$ cat src/rtl/pic_wdt_sleep_ctrl.sv
// Watchdog timer, prescaler and SLEEP/WAKE sequencer for the PIC16C5x core.
// Optional wake-pin exit from SLEEP is enabled by defining PIC_WAKE_PIN_EN.
module pic_wdt_sleep_ctrl #(
    parameter int WDT_BITS    = 8,
    parameter int WAKE_CYCLES = 4
) (
    input  logic       clk,
    input  logic       rst_n,
    input  logic       wdt_tick,
    input  logic       wdt_en,
    input  logic       ex_clrwdt,
    input  logic       ex_sleep,
    input  logic       opt_psa,
    input  logic [2:0] opt_ps,
    input  logic       wake_req,
    output logic       core_hold,
    output logic       wdt_rst_req,
    output logic       to_n,
    output logic       pd_n,
    output logic       sleeping
);

    typedef enum logic [1:0] {
        ST_RUN   = 2'd0,
        ST_SLEEP = 2'd1,
        ST_WAKE  = 2'd2
    } state_t;

    state_t              state, stateNext;
    logic [6:0]          prescaler, prescalerNext;
    logic [WDT_BITS-1:0] counter, counterNext;
    logic [7:0]          wakeCnt, wakeCntNext;
    logic                toN, toNNext;
    logic                pdN, pdNNext;
    logic                rstReqQ, rstReqNext;

    logic [6:0]          psMask;
    logic                cntPulse;
    logic                timeout;
    logic                wakePin;

`ifdef PIC_WAKE_PIN_EN
    assign wakePin = wake_req;
`else
    logic unusedWakeReq;
    assign unusedWakeReq = wake_req;
    assign wakePin       = 1'b0;
`endif

    // Low opt_ps bits of the prescaler must all be ones for a tick to pass.
    assign psMask   = 7'((8'd1 << opt_ps) - 8'd1);
    assign cntPulse = wdt_en & wdt_tick & (~opt_psa | ((prescaler & psMask) == psMask));
    assign timeout  = cntPulse & (counter == {WDT_BITS{1'b1}});

    always_comb begin
        stateNext     = state;
        prescalerNext = prescaler;
        counterNext   = counter;
        wakeCntNext   = wakeCnt;
        toNNext       = toN;
        pdNNext       = pdN;
        rstReqNext    = 1'b0;

        if (!wdt_en) begin
            prescalerNext = '0;
            counterNext   = '0;
        end else begin
            if (!opt_psa) begin
                prescalerNext = '0;
            end else if (wdt_tick) begin
                prescalerNext = prescaler + 7'd1;
            end
            if (cntPulse) begin
                counterNext = counter + 1'b1;
            end
        end

        unique case (state)
            ST_RUN: begin
                if (ex_sleep) begin
                    prescalerNext = '0;
                    counterNext   = '0;
                    toNNext       = 1'b1;
                    pdNNext       = 1'b0;
                    stateNext     = ST_SLEEP;
                end else if (ex_clrwdt) begin
                    prescalerNext = '0;
                    counterNext   = '0;
                    toNNext       = 1'b1;
                    pdNNext       = 1'b1;
                end else if (timeout) begin
                    toNNext    = 1'b0;
                    pdNNext    = 1'b1;
                    rstReqNext = 1'b1;
                end
            end
            ST_SLEEP: begin
                if (ex_clrwdt) begin
                    prescalerNext = '0;
                    counterNext   = '0;
                    toNNext       = 1'b1;
                    pdNNext       = 1'b1;
                end
                // A timeout beats a simultaneous wake request so TO records it.
                if (timeout && !ex_clrwdt) begin
                    toNNext     = 1'b0;
                    stateNext   = ST_WAKE;
                    wakeCntNext = 8'(WAKE_CYCLES - 1);
                end else if (wakePin) begin
                    stateNext   = ST_WAKE;
                    wakeCntNext = 8'(WAKE_CYCLES - 1);
                end
            end
            ST_WAKE: begin
                if (ex_clrwdt) begin
                    prescalerNext = '0;
                    counterNext   = '0;
                    toNNext       = 1'b1;
                    pdNNext       = 1'b1;
                end
                if (wakeCnt == 8'd0) begin
                    stateNext = ST_RUN;
                end else begin
                    wakeCntNext = wakeCnt - 8'd1;
                end
            end
            default: begin
                stateNext = ST_RUN;
            end
        endcase
    end

    always_ff @(posedge clk) begin
        if (!rst_n) begin
            state     <= ST_RUN;
            prescaler <= '0;
            counter   <= '0;
            wakeCnt   <= '0;
            toN       <= 1'b1;
            pdN       <= 1'b1;
            rstReqQ   <= 1'b0;
        end else begin
            state     <= stateNext;
            prescaler <= prescalerNext;
            counter   <= counterNext;
            wakeCnt   <= wakeCntNext;
            toN       <= toNNext;
            pdN       <= pdNNext;
            rstReqQ   <= rstReqNext;
        end
    end

    // The wake pulse is decoded from flops only: last WAKE cycle, hold still high.
    assign wdt_rst_req = rstReqQ | ((state == ST_WAKE) && (wakeCnt == 8'd0));
    assign core_hold   = (state != ST_RUN);
    assign sleeping    = (state != ST_RUN);
    assign to_n        = toN;
    assign pd_n        = pdN;

endmodule

$ cat config.mk
export PLATFORM = sky130hd
export DESIGN_NAME = pic_wdt_sleep_ctrl
export DESIGN_NICKNAME = d
export VERILOG_FILES = /design/src/rtl/pic_wdt_sleep_ctrl.sv
export SDC_FILE = /design/constraint.sdc
export NUM_CORES = 1
export LEC_CHECK = 0
export ABC_AREA = 1
export ABC_CLOCK_PERIOD_IN_PS = 2420
export CAP_MARGIN = 40
export CORE_UTILIZATION = 55
export CTS_CLUSTER_SIZE = 12
export DETAILED_ROUTE_END_ITERATION = 6
export GPL_TIMING_DRIVEN = 0
export PLACE_DENSITY = 0.77
export REMOVE_ABC_BUFFERS = 1
export SLEW_MARGIN = 25
export SYNTH_ARGS = -nofsm -noshare
export SYNTH_HDL_FRONTEND = slang
export SYNTH_SLANG_ARGS = --single-unit
$ cat constraint.sdc
create_clock -name clk -period 2.42 [get_ports clk]
set_input_delay 0.242 -clock clk [delete_from_list [all_inputs] [get_ports clk]]
set_output_delay 0.242 -clock clk [all_outputs]
set_load 0.005 [all_outputs]
==> metrics.txt <==
Netlist Area Pre-Place=1738 sq um; RSZ-0062 raised after global routing=false; endpoints failing hold=0; first-pass GRT wire length=about 5.5 mm; met1 WL=about 1.5 mm; I/O pins=16; Syn-to-layout area delta=12.17%; Slew headroom=about three fifths; CP most frequent cell=nand2_2; clock power share=between 20% and 30%; met2 wire length=about 1.5 mm; routed wl met3=78 microns; largest stage delay on the critical path=about 550 ps; vias in the first global route=about 1400; EDFF count, synth=0; CTS Hold Buffers Added=0; max-cap check violation count=0; Internal=just under 1 mW; Post-CTS Setup Inserts=0; most frequent cell after synthesis=nand2_1; Syn Area/Cell=roughly 6.8 sq um; hold_ws=484.6 ps; register clock-pin slew on the reported worst setup and hold paths=around 160 ps; share of layout cells above drive strength 1=around 6.7%; Initial DRC Count=88; clock sinks=28; final worst slack=between 200 and 250 ps; Max stage delay cell, worst path=clkdlybuf4s50_1; Worst Hold Class=reg2reg; 1st-pass router iterations=4; crit path DAT=approximately 2500 ps; Initial Util=between 50% and 60%; Root Buffer=clkbuf_4; Worst VDD drop=just over 0.0003 V; antenna violations before repair=0; htree depth=1; Crit Path Max Fanout=11; placed inst area=between 1500 and 2000 sq um; DP HPWL=2.433 mm; CTS tree=done; Pleak=~0.9 nW; sequential element share of the synthesized area=32.25%; chip width=between 50 and 60 microns; top layer in use=met4; leading post-synthesis cells by cell area=dfxtp_1, nand2_1, nor2_1; fin nets=291; Final min period=2196 ps; startpoint types=input port; largest net degree at the start of global routing=17; design area=1949 sq um; Yosys top cell by area=dfxtp_1; post-synth top area share=32.25%; Seq cells post-synth=28; Fillers=~280; clock latency on the worst-skew pair=between 300 and 400 ps; die height=around 58 microns; CTS Buf Count=3; core box area=roughly 3000 sq um; Reg2Reg Depth=11; status=finished clean; Top FF cell, synth=dfxtp_1; sequential power share=around 36%; Overflow after GRT=0; Req. time, crit path=about 2700 ps; Logic pwr share=43.7%; Layout Skew=between 10 and 15 ps; Routed wire per std cell=about 10 microns; Synth top cells by count=nand2_1, nor2_1, inv_1, dfxtp_1, nand3_1; hold path depth=2; RD Place Congestion=roughly 0.82; DRC=0; pre-CTS setup slack=-277.7 ps; WS Path Type=in2reg; port bufs=14; fmax=~460 MHz; cells along the critical path=clkdlybuf4s50_1, nor2_4, nand2_2, ha_1, nand4_1, nand2_1, inv_1, nand2_1, nand2_2, o21ai_4, nand4_2, nand2_2, nand2_2, o21ai_1, nor2_1; final WL=3.157 mm; final setup vio count=0; diode count=0; die area=between 3000 and 4000 sq um; Worst Max-Slew Pin Slew=between 500 and 600 ps; Final TNS setup=0 ps; row cnt=20; Mapped Cells=around 260; Net Sw Power=just under 600 uW; Synth async-reset ratio=0%; Max Slew Vio Count=0; fin crit share=roughly nine tenths; vias per cell=around 5.0; CTS resizes=0; Routed Antenna Nets=0; synth unique cells=31; All-Layer GR Usage=a little over a fifth; vias=between 1500 and 2000; CTS Buffer Depth=2; Worst Setup End Kind=flip-flop; Power Dens Cells=around 800 nW/um^2; switch share=between 30% and 40%; Synthesis Warnings=0
## metrics by stage
stage                     utilization [%]  cells  total power [mW]
after floorplan                         -    252             1.050
after global placement              62.48    310             1.232
after detailed placement            62.48    310             1.242
after CTS                           64.21    314             1.560
after global routing                64.38    314             1.680
final                               64.38    314             1.545
## cells in the final DEF (no fill, tap or decap), drive strengths merged, types with 2 or more instances in the layout
| cell type | n |
|---|---|
| nand2 | 64 |
| nor2 | 42 |
| inv | 32 |
| dfxtp | 28 |
| nand3 | 23 |
| a21oi | 15 |
| clkdlybuf4s50 | 12 |
| ha | 9 |
| xor2 | 8 |
| nor3 | 6 |
| o21ai | 6 |
| clkinv | 4 |
| xnor2 | 3 |
| clkbuf | 3 |
| nand4 | 3 |
| o21a | 2 |
| nor3b | 2 |
| dlymetal6s2s | 2 |
## final timing paths
kind                            startpoint      endpoint  slack [ps]
worst max-delay path             opt_ps[0]    wakeCnt[0]         220
worst min-delay path                  pd_n          pd_n         480
worst max register to register    state[0]  prescaler[6]         390
worst min register to register        pd_n          pd_n         480
## kinds of logic after synthesis
group	count (synthesis)	synth area share, %
simple gates	142	36.50
buf+inv	40	10.37
compound gates	26	8.855
flops	28	32.25
fa+ha+maj	9	6.480
xor+xnor	11	5.544
## final cells by class
type                    instances  area [sq um]  area share (%)
repair buffers                 14         145.1           7.445
clock inverters                 1         30.03           1.540
multi-input cells             188         997.2           51.16
well taps                      44         55.05           2.824
flip-flops and latches         28         560.5           28.75
inverters                      36         138.9           7.125
clock buffers                   3         22.52           1.155
## metal layers
metal  vias up  global-route usage (%)
li1        838                       -
met1       703                   23.80
met2        19                   39.74
met3         5                   2.009
met4         0                   8.163
met5         -                       0
## flip-flops by register name (all words and copies together), names as in the netlist
| signal | flops |
|---|---|
| counter | 8 |
| wakeCnt | 8 |
| prescaler | 7 |
| state | 2 |
| pd_n | 1 |
| rstReqQ | 1 |
| to_n | 1 |
## power groups by stage
stage               Sequential (mW)  Clock [mW]  Combinational [mW]
floorplan                     0.555           0               0.495
global placement              0.562           0               0.670
detailed placement            0.563           0               0.678
CTS                           0.553       0.325               0.682
global route                  0.561       0.343               0.776
finish                        0.554       0.316               0.676
## critical path: cells and delay by family
kind	cells	cell delay (ps)
simple gates	10	1000
buf+inv	2	580
compound gates	2	340
fa+ha+maj	1	270
Power figures use the tool's default switching activity.
